[config.mk]
export PLATFORM = sky130hd
export DESIGN_NAME = u_relu_pool
export DESIGN_NICKNAME = d
export VERILOG_FILES = /design/src/rtl/u_relu_pool.sv
export SDC_FILE = /design/constraint.sdc
export NUM_CORES = 1
export LEC_CHECK = 0
export BUFFER_PORTS_ARGS = -buffer_cell sky130_fd_sc_hd__buf_2
export CAP_MARGIN = 30
export CORE_ASPECT_RATIO = 1.25
export CORE_MARGIN = 2
export CORE_UTILIZATION = 61
export CTS_BUF_LIST = sky130_fd_sc_hd__clkbuf_4 sky130_fd_sc_hd__clkbuf_8
export DETAILED_ROUTE_END_ITERATION = 6
export PLACE_DENSITY = 0.86
export SLEW_MARGIN = 0
export SYNTH_ARGS = -nofsm -noshare
export SYNTH_HDL_FRONTEND = slang
export SYNTH_SLANG_ARGS = --single-unit
[constraint.sdc]
create_clock -name clk_cal -period 3.2 [get_ports clk_cal]
set_input_delay 0.64 -clock clk_cal [delete_from_list [all_inputs] [get_ports clk_cal]]
set_output_delay 0.64 -clock clk_cal [all_outputs]
set_load 0.02 [all_outputs]
[src/rtl/u_relu_pool.sv]
// Purpose : ReLU plus 2x2 max-pooling of four PE-array row results into two pooled rows.
// Latency : poolVld rises 2 cycles after the dinVld cycle of the second beat of a pair.
// Backpressure: none; one beat per cycle in, one pooled pair per two beats out, bubbles allowed.
//
// Ports:
//   clk_cal, rst_cal        clock, synchronous active-high reset
//   din0..din3, dinVld      signed row results and their beat-valid strobe
//   rowStart                with dinVld, marks beat 0 of a row group
//   pool0, pool1, poolVld   pooled rows 0/1 and 2/3, single-cycle valid pulse
//   rowDone                 pulses with poolVld of the last pair of a row group
//   pairErr                 sticky flag: rowStart arrived while a half pair was pending
module u_relu_pool #(
    parameter int DATA_SIZE = 8,
    parameter int ROW_LEN   = 28
) (
    input  logic                 clk_cal,
    input  logic                 rst_cal,
    input  logic [DATA_SIZE-1:0] din0,
    input  logic [DATA_SIZE-1:0] din1,
    input  logic [DATA_SIZE-1:0] din2,
    input  logic [DATA_SIZE-1:0] din3,
    input  logic                 dinVld,
    input  logic                 rowStart,
    output logic [DATA_SIZE-1:0] pool0,
    output logic [DATA_SIZE-1:0] pool1,
    output logic                 poolVld,
    output logic                 rowDone,
    output logic                 pairErr
);

    localparam int CW = (ROW_LEN > 2) ? $clog2(ROW_LEN) : 1;
    localparam logic [CW-1:0] LAST_BEAT = CW'(ROW_LEN - 1);

    // Signed maximum of two two's-complement words.
    function automatic logic [DATA_SIZE-1:0] smax(input logic [DATA_SIZE-1:0] a,
                                                  input logic [DATA_SIZE-1:0] b);
        return ($signed(a) > $signed(b)) ? a : b;
    endfunction

    function automatic logic [DATA_SIZE-1:0] relu(input logic [DATA_SIZE-1:0] x);
        return x[DATA_SIZE-1] ? '0 : x;
    endfunction

    // Post-ReLU values are non-negative, so an unsigned compare is exact here.
    function automatic logic [DATA_SIZE-1:0] umax(input logic [DATA_SIZE-1:0] a,
                                                  input logic [DATA_SIZE-1:0] b);
        return (a > b) ? a : b;
    endfunction

    logic [DATA_SIZE-1:0] v0, v1;
    logic                 s1_vld;
    logic                 s1_start;
    logic [DATA_SIZE-1:0] hold0, hold1;
    logic                 parity;
    logic [CW-1:0]        beat_cnt;

    // Stage 1: vertical max + ReLU; rowStart travels with its beat.
    always_ff @(posedge clk_cal) begin
        if (rst_cal) begin
            v0       <= '0;
            v1       <= '0;
            s1_vld   <= 1'b0;
            s1_start <= 1'b0;
        end else begin
            s1_vld   <= dinVld;
            s1_start <= dinVld & rowStart;
            if (dinVld) begin
                v0 <= relu(smax(din0, din1));
                v1 <= relu(smax(din2, din3));
            end
        end
    end

    // Stage 2: horizontal max across beat pairs, beat counting, error tracking.
    always_ff @(posedge clk_cal) begin
        if (rst_cal) begin
            hold0    <= '0;
            hold1    <= '0;
            parity   <= 1'b0;
            beat_cnt <= '0;
            pool0    <= '0;
            pool1    <= '0;
            poolVld  <= 1'b0;
            rowDone  <= 1'b0;
            pairErr  <= 1'b0;
        end else begin
            poolVld <= 1'b0;
            rowDone <= 1'b0;
            if (s1_vld) begin
                if (s1_start) begin
                    // Restart the row: any pending half pair is dropped and flagged.
                    if (parity) begin
                        pairErr <= 1'b1;
                    end
                    hold0    <= v0;
                    hold1    <= v1;
                    parity   <= 1'b1;
                    beat_cnt <= CW'(1);
                end else begin
                    beat_cnt <= (beat_cnt == LAST_BEAT) ? '0 : beat_cnt + CW'(1);
                    if (!parity) begin
                        hold0  <= v0;
                        hold1  <= v1;
                        parity <= 1'b1;
                    end else begin
                        pool0   <= umax(hold0, v0);
                        pool1   <= umax(hold1, v1);
                        poolVld <= 1'b1;
                        rowDone <= (beat_cnt == LAST_BEAT);
                        parity  <= 1'b0;
                    end
                end
            end
        end
    end

endmodule
==> results by group <==
Power
  • Int Pwr: 1.05 mW
  • Leak: 1.52 nW
  • Seq pwr share: 48.3%
  • Net Sw Frac: 28.0%
  • Pwr per Cell Area: 413 nW/um^2
  • Clock share of power: 31.5%
  • Highest ir drop seen on vdd: 221 uV
  • Combinational power share: 20.2%
  • Switch Pwr: 0.409 mW

Clock tree
  • Cts bufs inserted: 5
  • CTS Root Cell: clkbuf_8
  • Postcts setup bufs: 0
  • TritonCTS clock tree: done
  • Post-cts resize count: 0
  • Clk_lat worst skew: 310 ps
  • Maximum clock path buffer count: 2
  • Clock Sinks: 53
  • Hold buffers post-CTS: 0
  • Worst-path clk slew: 90 ps
  • Htree depth: 2

Yosys
  • Main synth FF type: dfxtp_1
  • Share of flip-flops with an asynchronous set or reset: 0%
  • Sequential fraction of the synthesis area: 34.1%
  • Syn Std Cell Area: 3110 sq um
  • Yosys warns: 0
  • Post-synth EDFFs: 0
  • Largest family of logic cells by synthesized area: compound AO/OA/AOI/OAI gates
  • Synth Register Bits: 53
  • Unique masters post-synth: 43
  • Syn_area_per_cell: 8.20 sq um
  • Post-synthesis mux area share: 5.43%
  • Compound-Gate Fraction of Synth Area: 23.0%
  • Syn Inst Count: 379
  • Adder-cell share of the synthesized area: 12.5%
  • Post-synthesis xor/xnor area fraction: 0%
  • Simple-gate share of the synthesized area: 17.8%

Timing
  • Final Max Tran Viols: 0
  • RSZ-0062 raised after global routing: no
  • Slew @ Worst Pin: 862 ps
  • Final setup skew: 8.77 ps
  • Final count of negative-setup-slack endpoints: 0
  • Fin crit period: 2300 ps
  • Setup TNS: 0 ps
  • Max Fclk: 435 MHz
  • Slew HR: 42.4%
  • Tcrit/Tclk final: 71.9%
  • Final hold viol count: 0

Worst setup path
  • Kind of critical path: flop to flop
  • Startpoint types: flop
  • CP endpoint kind: flop
  • Max FO, Critical Path: 7
  • Worst path slowest cell: o21bai_1
  • Delay-heaviest family, CP: compound AO/OA/AOI/OAI gates
  • Cells along the critical path: inv_1 > ha_1 > a21oi_1 > a31oi_1 > o21bai_1 > mux2i_1 > a211oi_1
  • CP Buf/Inv Count: 1
  • CP Data Required Time: 3430 ps
  • Worst path arrival time: 2530 ps
  • CP peak stage delay: 680 ps

Final layout
  • Layout cells sized above 1: 18.2%
  • Post-route insts no fill: 490
  • Nets@finish: 494
  • Area Overhead vs Synth: 13.4%
  • Final instance area: 3520 sq um
  • ANT cells: 0

Die
  • Die W: 67.9 microns
  • # rows: 29
  • Chip height: 83.8 microns
  • Die area: 5690 sq um
  • I/O pin cnt: 55
  • Core box area: 5010 sq um
  • Initial Utilization: 62.1%

Placed design
  • Dpl cells: 481
  • Hpwl dp: 4800 microns
  • PortBufs: 52
  • GPL Wtd Cong: 0.814
  • Dpl cell area: 3390 sq um

Global route
  • Grt ovf: 0
  • Tot GR Track Use: 23.6%
  • Vias in the first global route: 2,538
  • Pin count of the biggest net entering global routing: 39
  • Initial antenna violation count: 0
  • Global-route wire length before repair: 10,700 microns

Routing
  • WL per Instance: 12.7 microns
  • Drt total wl: 6240 microns
  • Antenna Nets Post-Route: 0
  • Vias: 2,781
  • Vias per Instance: 5.68
  • Drc violations: 0
  • 1st-pass router iterations: 7
  • Initial DRC Count: 117

Min path
  • Hold Crit Class: flop to flop

Run
  • Max Cap Viol: 0

Run status
  • Status: complete, no violations
-- worst register-to-register path, cell delays in order, from the launching register on --
cell,delay [ps]
dfxtp_1,380
inv_1,70
ha_1,340
a21oi_1,160
a31oi_1,90
o21bai_1,680
mux2i_1,220
a211oi_1,280
-- cells by family (layout without fill, tap and decap cells) --
family,Yosys count,count (layout)
DFF,53,53
adders and majority gates,31,31
muxes,16,16
other,1,2
AOI/OAI and AO/OA,97,97
buffers and inverters,52,100
and+or+nand+nor,129,129
-- routing by layer --
layer	track usage (%)	wire [microns]
met4	6.91	81
met2	40.5	3060
met5	0	0
met3	3.24	212
met1	30.1	2890
-- stage by stage --
step           power (mW)  hold WS [ps]  setup slack, ps  util, %
2_1_floorplan       0.933           455             1170        -
3_3_place_gp        0.999           445              868     67.8
3_5_place_dp         1.01           459              744     67.8
4_1_cts              1.46           480              925     70.1
5_1_grt              1.52           512              743     70.4
6_report             1.46           471              899     70.4
-- synth_stat cells (5+ instances only) --
| cell | number | share of area [%] |
|---|---|---|
| a211oi_1 | 16 | 3.9 |
| a21oi_1 | 23 | 3.7 |
| a221oi_1 | 7 | 2.0 |
| buf_2 | 9 | 1.4 |
| dfxtp_1 | 53 | 34 |
| ha_1 | 31 | 12 |
| inv_1 | 35 | 4.2 |
| mux2_2 | 7 | 2.5 |
| mux2i_1 | 9 | 2.9 |
| nand2_1 | 49 | 5.9 |
| nand4_1 | 5 | 1.0 |
| nor2_1 | 53 | 6.4 |
| nor2b_1 | 5 | 1.0 |
| o211ai_1 | 16 | 3.9 |
| o311ai_0 | 8 | 2.3 |
| o311ai_1 | 6 | 1.7 |
-- layout by cell type, fill, tap and decap left out, types with 2 or more instances in the layout --
master | netlist | final
and2_1 | 2 | 2
mux2i_1 | 9 | 9
o311ai_1 | 6 | 6
nand2_1 | 49 | 49
nor2b_1 | 5 | 5
a31oi_1 | 3 | 3
a21o_1 | 3 | 3
o211ai_1 | 16 | 16
a211oi_1 | 16 | 16
clkbuf_8 | 0 | 5
nand3_1 | 3 | 3
nor2_1 | 53 | 53
nand3b_1 | 2 | 2
a21oi_1 | 23 | 23
conb_1 | 1 | 2
o21ai_0 | 3 | 3
dfxtp_1 | 53 | 53
o22ai_1 | 2 | 2
mux2_2 | 7 | 7
nor3_1 | 2 | 2
ha_1 | 31 | 31
nand2b_1 | 4 | 4
nand4_1 | 5 | 5
buf_2 | 9 | 52
inv_1 | 35 | 35
a221oi_1 | 7 | 7
buf_4 | 3 | 4
o311ai_0 | 8 | 8
-- sequential cells by signal (all words and copies together), names as in the netlist, 5 cells and up --
name and count:
v0 7, pool1 7, pool0 7, v1 7, hold0 7, beat_cnt 5
hold1 7
-- layout make-up --
type / instances / area (sq um)
Inverter: 35 / 131
Sequential cell: 53 / 1060
Clock buffer: 6 / 76.3
Tap cell: 62 / 77.6
Timing Repair Buffer: 57 / 305
Fill cell: 397 / 1480
Clock inverter: 2 / 38.8
Multi-Input combinational cell: 275 / 1830
-- power groups by stage --
stage / clock (mW) / combinational [mW] / sequential [mW]
3_3_place_gp: 0 / 0.282 / 0.718
3_5_place_dp: 0 / 0.290 / 0.719
5_1_grt: 0.489 / 0.328 / 0.708
4_1_cts: 0.469 / 0.291 / 0.704
2_1_floorplan: 0 / 0.213 / 0.720
6_report: 0.459 / 0.294 / 0.704
-- path summary, 6_finish.rpt --
| path | start | end | slack (ps) | depth (start not counted) |
|---|---|---|---|---|
| max | v0[3] | pool0[0] | 900 | 7 |
| min | pairErr | pairErr | 470 | 2 |
| max reg2reg | v0[3] | pool0[0] | 900 | 7 |
| min reg2reg | pairErr | pairErr | 470 | 2 |
Power figures use the tool's default switching activity.
